**config.mk**
```make
export PLATFORM = sky130hd
export DESIGN_NAME = muldiv_ctrl_flat
export DESIGN_NICKNAME = d
export VERILOG_FILES = /design/src/rtl/muldiv_ctrl_pkg.sv /design/src/rtl/muldiv_ctrl_if.sv /design/src/rtl/muldiv_ctrl_div_iter.sv /design/src/rtl/muldiv_ctrl.sv /design/src/flat_wrapper.sv
export SDC_FILE = /design/constraint.sdc
export NUM_CORES = 2
export LEC_CHECK = 0
export ABC_CLOCK_PERIOD_IN_PS = 9500
export BUFFER_PORTS_ARGS = -buffer_cell sky130_fd_sc_hd__buf_2
export CAP_MARGIN = 15
export CORE_MARGIN = 4
export CORE_UTILIZATION = 65
export CTS_CLUSTER_SIZE = 30
export DETAILED_ROUTE_END_ITERATION = 6
export PLACE_DENSITY_LB_ADDON = 0.25
export RECOVER_POWER = 25
export SLEW_MARGIN = 20
export SYNTH_ARGS = -nofsm -noshare
export SYNTH_HDL_FRONTEND = slang
export SYNTH_SLANG_ARGS = --single-unit
```
**constraint.sdc**
```tcl
create_clock -name clk -period 9.5 [get_ports clk]
set_input_delay 1.425 -clock clk [delete_from_list [all_inputs] [get_ports clk]]
set_output_delay 1.425 -clock clk [all_outputs]
set_load 0.01 [all_outputs]
```
**src/rtl/muldiv_ctrl_pkg.sv**
```systemverilog
// Shared encodings for the E-stage HI/LO unit: op codes, FSM states and op-class helpers.
package muldiv_ctrl_pkg;

    typedef enum logic [2:0] {
        MD_NONE  = 3'd0,
        MD_MULT  = 3'd1,
        MD_MULTU = 3'd2,
        MD_DIV   = 3'd3,
        MD_DIVU  = 3'd4,
        MD_MTHI  = 3'd5,
        MD_MTLO  = 3'd6
    } md_op_e;

    typedef enum logic [1:0] {
        S_IDLE = 2'd0,
        S_MUL  = 2'd1,
        S_DIV  = 2'd2,
        S_DONE = 2'd3
    } md_state_e;

    function automatic logic op_is_mul(input md_op_e op);
        return (op == MD_MULT) || (op == MD_MULTU);
    endfunction

    function automatic logic op_is_div(input md_op_e op);
        return (op == MD_DIV) || (op == MD_DIVU);
    endfunction

    function automatic logic op_is_signed(input md_op_e op);
        return (op == MD_MULT) || (op == MD_DIV);
    endfunction

endpackage

```
**src/rtl/muldiv_ctrl_if.sv**
```systemverilog
// E-stage issue/result bundle between the pipeline and the HI/LO unit.
interface muldiv_ctrl_if #(parameter int WIDTH = 32);
    import muldiv_ctrl_pkg::*;

    logic             op_valid;
    md_op_e           op;
    logic [WIDTH-1:0] src_a;
    logic [WIDTH-1:0] src_b;
    logic             flush;
    logic             stall_e;
    logic             busy;
    logic [WIDTH-1:0] hi;
    logic [WIDTH-1:0] lo;

    modport master (output op_valid, op, src_a, src_b, flush,
                    input  stall_e, busy, hi, lo);
    modport slave  (input  op_valid, op, src_a, src_b, flush,
                    output stall_e, busy, hi, lo);
endinterface

```
**src/rtl/muldiv_ctrl_div_iter.sv**
```systemverilog
// Unsigned restoring divider, one quotient bit per cycle; the first bit is resolved
// on the start edge so done pulses exactly WIDTH cycles after start.
module div_iter #(
    parameter int WIDTH = 32,
    parameter int CNT_W = $clog2(WIDTH + 1)
) (
    input  logic             clk,
    input  logic             rst,
    input  logic             i_start,
    input  logic             i_abort,
    input  logic [WIDTH-1:0] i_dividend,
    input  logic [WIDTH-1:0] i_divisor,
    output logic [WIDTH-1:0] o_quotient,
    output logic [WIDTH-1:0] o_remainder,
    output logic             o_done
);
    logic [WIDTH-1:0] r_rem, r_quo, r_dvs;
    logic [CNT_W-1:0] r_cnt;
    logic             r_done;

    logic [WIDTH-1:0] w_rem_in, w_quo_in, w_dvs, w_rem_nx, w_quo_nx;
    logic [WIDTH:0]   w_shift, w_diff;

    always_comb begin
        w_rem_in = i_start ? '0 : r_rem;
        w_quo_in = i_start ? i_dividend : r_quo;
        w_dvs    = i_start ? i_divisor : r_dvs;
        w_shift  = {w_rem_in, w_quo_in[WIDTH-1]};
        w_diff   = w_shift - {1'b0, w_dvs};
        // Partial remainder stays below the divisor, so the MSB of the difference is the borrow.
        if (!w_diff[WIDTH]) begin
            w_rem_nx = w_diff[WIDTH-1:0];
            w_quo_nx = {w_quo_in[WIDTH-2:0], 1'b1};
        end else begin
            w_rem_nx = w_shift[WIDTH-1:0];
            w_quo_nx = {w_quo_in[WIDTH-2:0], 1'b0};
        end
    end

    always_ff @(posedge clk or posedge rst) begin
        if (rst) begin
            r_rem  <= '0;
            r_quo  <= '0;
            r_dvs  <= '0;
            r_cnt  <= '0;
            r_done <= 1'b0;
        end else if (i_abort) begin
            r_cnt  <= '0;
            r_done <= 1'b0;
        end else if (i_start) begin
            r_rem  <= w_rem_nx;
            r_quo  <= w_quo_nx;
            r_dvs  <= i_divisor;
            r_cnt  <= CNT_W'(WIDTH - 1);
            r_done <= (WIDTH == 1);
        end else if (r_cnt != '0) begin
            r_rem  <= w_rem_nx;
            r_quo  <= w_quo_nx;
            r_cnt  <= r_cnt - CNT_W'(1);
            r_done <= (r_cnt == CNT_W'(1));
        end else begin
            r_done <= 1'b0;
        end
    end

    assign o_quotient  = r_quo;
    assign o_remainder = r_rem;
    assign o_done      = r_done;
endmodule

```
**src/rtl/muldiv_ctrl.sv**
```systemverilog
// MIPS E-stage HI/LO unit: owns HI/LO, sequences MULT/MULTU/DIV/DIVU/MTHI/MTLO and stalls F/D/E while busy.
module muldiv_ctrl
    import muldiv_ctrl_pkg::*;
#(
    parameter int WIDTH = 32
) (
    input  logic          clk,
    input  logic          rst,
    muldiv_ctrl_if.slave  md
);
    md_state_e r_state, w_state_nx;

    logic [WIDTH-1:0]   r_hi, r_lo, r_a;
    logic [2*WIDTH-1:0] r_prod;
    logic               r_neg_q, r_neg_r, r_bzero;

    logic               w_accept, w_mul_go, w_div_go, w_signed, w_stall;
    logic               w_hi_we, w_lo_we, w_div_done;
    logic [WIDTH-1:0]   w_hi_d, w_lo_d, w_dvd, w_dvs, w_quo, w_rem;
    logic signed [WIDTH:0]     w_ma, w_mb;
    logic signed [2*WIDTH-1:0] w_prod;

    assign w_accept = (r_state == S_IDLE) && md.op_valid && !md.flush;
    assign w_mul_go = w_accept && op_is_mul(md.op);
    assign w_div_go = w_accept && op_is_div(md.op);
    assign w_signed = op_is_signed(md.op);

    // 33-bit extension lets a single signed multiplier serve both MULT and MULTU.
    assign w_ma   = {w_signed & md.src_a[WIDTH-1], md.src_a};
    assign w_mb   = {w_signed & md.src_b[WIDTH-1], md.src_b};
    assign w_prod = w_ma * w_mb;

    assign w_dvd = (w_signed && md.src_a[WIDTH-1]) ? -md.src_a : md.src_a;
    assign w_dvs = (w_signed && md.src_b[WIDTH-1]) ? -md.src_b : md.src_b;

    div_iter #(.WIDTH(WIDTH)) u_div (
        .clk         (clk),
        .rst         (rst),
        .i_start     (w_div_go),
        .i_abort     (md.flush),
        .i_dividend  (w_dvd),
        .i_divisor   (w_dvs),
        .o_quotient  (w_quo),
        .o_remainder (w_rem),
        .o_done      (w_div_done)
    );

    always_ff @(posedge clk or posedge rst) begin
        if (rst) r_state <= S_IDLE;
        else     r_state <= w_state_nx;
    end

    always_comb begin
        w_state_nx = r_state;
        w_stall    = 1'b0;
        w_hi_we    = 1'b0;
        w_lo_we    = 1'b0;
        w_hi_d     = md.src_a;
        w_lo_d     = md.src_a;
        case (r_state)
            S_IDLE: begin
                if (w_accept) begin
                    case (md.op)
                        MD_MTHI: w_hi_we = 1'b1;
                        MD_MTLO: w_lo_we = 1'b1;
                        MD_MULT, MD_MULTU: begin
                            w_stall    = 1'b1;
                            w_state_nx = S_MUL;
                        end
                        MD_DIV, MD_DIVU: begin
                            w_stall    = 1'b1;
                            w_state_nx = S_DIV;
                        end
                        default: ;
                    endcase
                end
            end
            S_MUL: begin
                w_stall          = 1'b1;
                w_hi_we          = 1'b1;
                w_lo_we          = 1'b1;
                {w_hi_d, w_lo_d} = r_prod;
                w_state_nx       = S_DONE;
            end
            S_DIV: begin
                w_stall = 1'b1;
                if (w_div_done) begin
                    w_hi_we    = 1'b1;
                    w_lo_we    = 1'b1;
                    w_hi_d     = r_bzero ? r_a : (r_neg_r ? -w_rem : w_rem);
                    w_lo_d     = r_bzero ? '1  : (r_neg_q ? -w_quo : w_quo);
                    w_state_nx = S_DONE;
                end
            end
            S_DONE:  w_state_nx = S_IDLE;
            default: w_state_nx = S_IDLE;
        endcase
        // An annulled instruction releases the pipeline and never commits.
        if (md.flush) begin
            w_state_nx = S_IDLE;
            w_stall    = 1'b0;
            w_hi_we    = 1'b0;
            w_lo_we    = 1'b0;
        end
    end

    always_ff @(posedge clk or posedge rst) begin
        if (rst) begin
            r_hi    <= '0;
            r_lo    <= '0;
            r_a     <= '0;
            r_prod  <= '0;
            r_neg_q <= 1'b0;
            r_neg_r <= 1'b0;
            r_bzero <= 1'b0;
        end else begin
            if (w_hi_we) r_hi <= w_hi_d;
            if (w_lo_we) r_lo <= w_lo_d;
            if (w_mul_go) r_prod <= w_prod;
            if (w_div_go) begin
                r_a     <= md.src_a;
                r_neg_q <= w_signed & (md.src_a[WIDTH-1] ^ md.src_b[WIDTH-1]);
                r_neg_r <= w_signed & md.src_a[WIDTH-1];
                r_bzero <= (md.src_b == '0);
            end
        end
    end

    assign md.stall_e = w_stall;
    assign md.busy    = (r_state != S_IDLE);
    assign md.hi      = r_hi;
    assign md.lo      = r_lo;
endmodule

```
**src/flat_wrapper.sv**
```systemverilog
// flat-port wrapper written by rule: the top's interface ports become plain ports
module muldiv_ctrl_flat import muldiv_ctrl_pkg::*;
#(
    parameter int WIDTH = 32
)
  (clk, rst, md_op_valid, md_op, md_src_a, md_src_b, md_flush, md_stall_e, md_busy, md_hi, md_lo);
  muldiv_ctrl_if #(.WIDTH(WIDTH)) md_i ();
  input  logic clk;
  input  logic rst;
  input wire logic [$bits(md_i.op_valid)-1:0] md_op_valid;
  input wire logic [$bits(md_i.op)-1:0] md_op;
  input wire logic [$bits(md_i.src_a)-1:0] md_src_a;
  input wire logic [$bits(md_i.src_b)-1:0] md_src_b;
  input wire logic [$bits(md_i.flush)-1:0] md_flush;
  output wire logic [$bits(md_i.stall_e)-1:0] md_stall_e;
  output wire logic [$bits(md_i.busy)-1:0] md_busy;
  output wire logic [$bits(md_i.hi)-1:0] md_hi;
  output wire logic [$bits(md_i.lo)-1:0] md_lo;
  assign md_i.op_valid = md_op_valid;
  assign md_i.op = md_op;
  assign md_i.src_a = md_src_a;
  assign md_i.src_b = md_src_b;
  assign md_i.flush = md_flush;
  assign md_stall_e = md_i.stall_e;
  assign md_busy = md_i.busy;
  assign md_hi = md_i.hi;
  assign md_lo = md_i.lo;
  muldiv_ctrl #(.WIDTH(WIDTH)) u_core (.clk(clk), .rst(rst), .md(md_i));
endmodule
```
==> implementation parameters <==
Parameter                              Value

Outcome
  Outcome    complete, but fails checks
  Violations in the final reports    DRC, capacitance limit, slew limit

Global routing
  Global-route congestion overflow total    0
  GR Util All Layers    36.8%
  Initial antenna violation count    9
  Wire length of the first global-routing pass    255 mm
  Pin count of the biggest net entering global routing    104
  Via count of the first global-routing pass    46000

Timing
  Clk_skew    0.0141 ns
  Remaining max-slew budget at the tightest pin    -218%
  Maximum clock rate    110 MHz
  Final total negative setup slack    0 ns
  Worst-Margin Slew    4.74 ns
  Hold Violations, Final    0
  Clock period minus final worst setup slack    9.10 ns
  Share of the clock period used by the worst path after layout    95.8%
  Setup repair after global routing missed its margin    false
  Setup violations, final    0
  Final count of pins violating max slew    156

Critical path
  Required time of the critical path    9.94 ns
  Worst endpoint data arrival time    9.54 ns
  Worst setup path category    input port to flip-flop
  Element type at the critical path start    input port
  Maximum net fanout on the critical path    13
  Worst setup EP type    flip-flop

CTS
  Number of clock sinks    268
  Longest Clk Path Bufs    3
  CTS tree    yes
  Deepest level of the CTS H-tree    1
  Cts-stage hold buffer count    0
  Post-CTS setup buffer count    0
  TritonCTS Buffers    27
  CTS clk-pin slew, worst paths    0.07 ns
  Clk Latency, worst-skew pair    0.57 ns
  Clock root buffer    sky130_fd_sc_hd__clkbuf_16
  Resize count post-CTS    0

Detailed routing
  Final routed wire length divided by cell count    21.7 um
  Routed WL    159 mm
  Drt first-iter violations    3824
  Detail-routed via count per cell    5.93
  Post-detailed-route count of antenna-violating nets    0
  Detailed Routing Iterations Pass 1    7
  Vias after detailed routing    43600
  DR DRC count    3

Logic synthesis
  Synthesized-area fraction occupied by ao, oa, aoi and oai cells    9.36%
  Warning count from the yosys run    0
  EDFF count, synth    0
  Proportion of synthesized chip area in sequential cells    12.3%
  Synthesized netlist cell count    6263
  Area share of xor/xnor cells in the synthesized design    3.51%
  Dominant combinational cell family by area after synthesis    adder cells
  Adder and majority cell fraction of the synthesized area    47.1%
  Average cell area after synthesis    8.72 sq um
  Proportion of synthesized flip-flops having asynchronous set or reset    100%
  Mux contribution to synthesized area    0.680%
  Post-synthesis share of cell area spent on and, or, nand and nor gates    15.8%
  Unique cell type count in the Yosys netlist    78
  Flip-flop and latch count after synthesis    268
  Leading register cell type out of synthesis    sky130_fd_sc_hd__dfrtp_1
  Net count after synthesis    7717
  Post-synth design cell area    0.0546 sq mm

Finish
  Share of final-layout standard cells stronger than drive strength 1    7.58%
  Filler-free cell count of the finished design    7353
  Net count of the finished layout    7704
  Post-route standard cell area excluding fillers    0.0579 sq mm
  Share of the core filled with cells    69.4%
  Synth-to-layout area growth    6.01%

Floorplan
  Boundary pin count    137
  Height of the die    298 um
  Core area    0.0834 sq mm
  Die area    0.0888 sq mm
  Starting Density    65.5%
  Row cnt    106
  Width of the die    298 um

Flow run
  Max Cap Violations    2

Placed design
  Quantity of I/O buffers inserted on ports    136
  Instance count after placement with tap cells included    7301
  DP Wirelength    132 mm
  Total cell area at the placement stage    0.0570 sq mm
  Final estimated routing congestion in global placement    0.978

Min path
  Type of the tightest min-delay check    flip-flop to flip-flop
[critical path, cell delays in order]
cell and delay (ns):
sky130_fd_sc_hd__buf_2 0.12, sky130_fd_sc_hd__nor2b_2 0.34, sky130_fd_sc_hd__buf_4 0.30, sky130_fd_sc_hd__nand2_1 0.15
sky130_fd_sc_hd__nor2_1 0.23, sky130_fd_sc_hd__fa_1 0.54, sky130_fd_sc_hd__fa_1 0.65, sky130_fd_sc_hd__fa_2 0.52
sky130_fd_sc_hd__inv_2 0.21, sky130_fd_sc_hd__fa_2 0.49, sky130_fd_sc_hd__inv_1 0.22, sky130_fd_sc_hd__fa_1 0.49
sky130_fd_sc_hd__fa_1 0.56, sky130_fd_sc_hd__inv_1 0.06, sky130_fd_sc_hd__fa_1 0.47, sky130_fd_sc_hd__fa_1 0.49
sky130_fd_sc_hd__inv_1 0.04, sky130_fd_sc_hd__ha_1 0.33, sky130_fd_sc_hd__a21o_1 0.20, sky130_fd_sc_hd__a21o_1 0.17
sky130_fd_sc_hd__a21oi_1 0.25, sky130_fd_sc_hd__nor2b_1 0.28, sky130_fd_sc_hd__a22o_1 0.21, sky130_fd_sc_hd__a311oi_2 0.09
sky130_fd_sc_hd__a221oi_1 0.39, sky130_fd_sc_hd__mux2i_1 0.23, sky130_fd_sc_hd__nand3_1 0.09
[per-stage QoR]
stage | worst slack, ns | hold WS [ns]
final | 0.401 | 0.473
after global routing | 0.158 | 0.491
after CTS | 0.468 | 0.475
after detailed placement | -0.110 | 0.460
after global placement | 0.145 | 0.455
after floorplan | 0.00908 | 0.439
[logic make-up (layout without fill, tap and decap cells)]
kind of cell	after synthesis	after routing
flops	268	268
compound gates	824	824
mux	35	35
xor+xnor	219	219
simple gates	1930	1930
other cells	0	4
fa+ha+maj	1383	1383
buf+inv	1604	1610
[final cells by class]
| cell class | instances | area [sq um] |
|---|---|---|
| Inverter | 1190 | 4470 |
| Timing Repair Buffer | 372 | 2520 |
| Clock buffer | 36 | 790 |
| Fill cell | 6547 | 25500 |
| Sequential cell | 268 | 6710 |
| Tap cell | 1080 | 1350 |
| Antenna cell | 4 | 10.0 |
| Multi-Input combinational cell | 4391 | 41900 |
| Clock inverter | 12 | 155 |
[synth_stat cells (39+ instances only)]
master / n / area share (%)
sky130_fd_sc_hd__xnor2_1: 113 / 1.8
sky130_fd_sc_hd__buf_1: 60 / 0.41
sky130_fd_sc_hd__o21ai_0: 296 / 2.7
sky130_fd_sc_hd__dfrtp_1: 268 / 12
sky130_fd_sc_hd__nor3_1: 39 / 0.36
sky130_fd_sc_hd__nand2_1: 1183 / 8.1
sky130_fd_sc_hd__nand3_1: 43 / 0.39
sky130_fd_sc_hd__and2_1: 313 / 3.6
sky130_fd_sc_hd__inv_1: 1189 / 8.2
sky130_fd_sc_hd__fa_1: 1126 / 41
sky130_fd_sc_hd__clkbuf_1: 339 / 2.3
sky130_fd_sc_hd__a21oi_1: 192 / 1.8
sky130_fd_sc_hd__xor2_1: 106 / 1.7
sky130_fd_sc_hd__nor2_1: 180 / 1.2
sky130_fd_sc_hd__a21o_1: 72 / 0.99
sky130_fd_sc_hd__nand2b_1: 45 / 0.52
sky130_fd_sc_hd__ha_1: 257 / 5.9
[cells in the final DEF (no fill, tap or decap), types with 8 or more instances in the layout]
master / Yosys / final
sky130_fd_sc_hd__o211ai_1: 11 / 11
sky130_fd_sc_hd__a21boi_0: 10 / 10
sky130_fd_sc_hd__dfrtp_1: 268 / 266
sky130_fd_sc_hd__nand2_1: 1183 / 1183
sky130_fd_sc_hd__nor3_1: 39 / 38
sky130_fd_sc_hd__a21oi_1: 192 / 192
sky130_fd_sc_hd__nand2b_1: 45 / 44
sky130_fd_sc_hd__clkbuf_8: 7 / 8
sky130_fd_sc_hd__o21bai_1: 19 / 18
sky130_fd_sc_hd__a31oi_1: 19 / 19
sky130_fd_sc_hd__a21o_1: 72 / 72
sky130_fd_sc_hd__xor2_1: 106 / 105
sky130_fd_sc_hd__mux2_2: 17 / 17
sky130_fd_sc_hd__nor2_1: 180 / 179
sky130_fd_sc_hd__nand3_1: 43 / 43
sky130_fd_sc_hd__a32oi_1: 15 / 15
sky130_fd_sc_hd__a22oi_1: 24 / 24
sky130_fd_sc_hd__nor4_1: 12 / 12
sky130_fd_sc_hd__buf_2: 4 / 136
sky130_fd_sc_hd__or3_1: 18 / 17
sky130_fd_sc_hd__o41ai_1: 9 / 9
sky130_fd_sc_hd__nand4_1: 16 / 16
sky130_fd_sc_hd__o221ai_1: 9 / 9
sky130_fd_sc_hd__and2_1: 313 / 313
sky130_fd_sc_hd__inv_1: 1189 / 1187
sky130_fd_sc_hd__a221o_1: 17 / 17
sky130_fd_sc_hd__fa_1: 1126 / 1124
sky130_fd_sc_hd__o21a_1: 12 / 12
sky130_fd_sc_hd__xnor2_1: 113 / 113
sky130_fd_sc_hd__clkbuf_16: 0 / 27
sky130_fd_sc_hd__mux2i_1: 18 / 18
sky130_fd_sc_hd__nor2b_1: 13 / 12
sky130_fd_sc_hd__o21ai_0: 296 / 296
sky130_fd_sc_hd__o31ai_1: 37 / 35
sky130_fd_sc_hd__and3_1: 20 / 20
sky130_fd_sc_hd__nor3b_1: 8 / 8
sky130_fd_sc_hd__a311oi_1: 21 / 20
sky130_fd_sc_hd__ha_1: 257 / 254
sky130_fd_sc_hd__buf_4: 0 / 229
[final timing paths]
path | start | endpoint | slack (ns) | cells after the start
min | u_core.md.lo[12] | u_core.md.lo[12] | 0.47 | 2
min reg2reg | u_core.md.lo[12] | u_core.md.lo[12] | 0.47 | 2
min in group asynchronous | rst | u_core.r_prod[9] | 2.27 | 2
max reg2reg | u_core.r_state[0] | u_core.u_div.o_remainder[1] | 3.29 | 21
max in group asynchronous | rst | u_core.r_prod[39] | 3.25 | 3
max | md_op[0] | u_core.r_prod[60] | 0.40 | 27
[flip-flops by register name, summed over array words and instances, names as in the netlist, 2 cells and up]
| name | count |
|---|---|
| u_core.r_prod | 64 |
| u_core.r_a | 32 |
| u_core.md.lo | 32 |
| u_core.u_div.o_quotient | 32 |
| u_core.u_div.r_dvs | 32 |
| u_core.md.hi | 32 |
| u_core.u_div.r_cnt | 6 |
| u_core.u_div.o_remainder | 32 |
| u_core.r_state | 2 |
[routing by layer]
metal	GRT usage [%]	share of wire (%)	up-vias
met3	5.37	8.6	505
met5	0	0.0082	-
met1	48.5	37	22100
met4	17.8	6.2	2
met2	60.4	48	2075
li1	-	-	18900
Power is left out: the tool's default activity adds up to more than one toggle a clock period on the data nets, which glitch-free logic cannot reach.
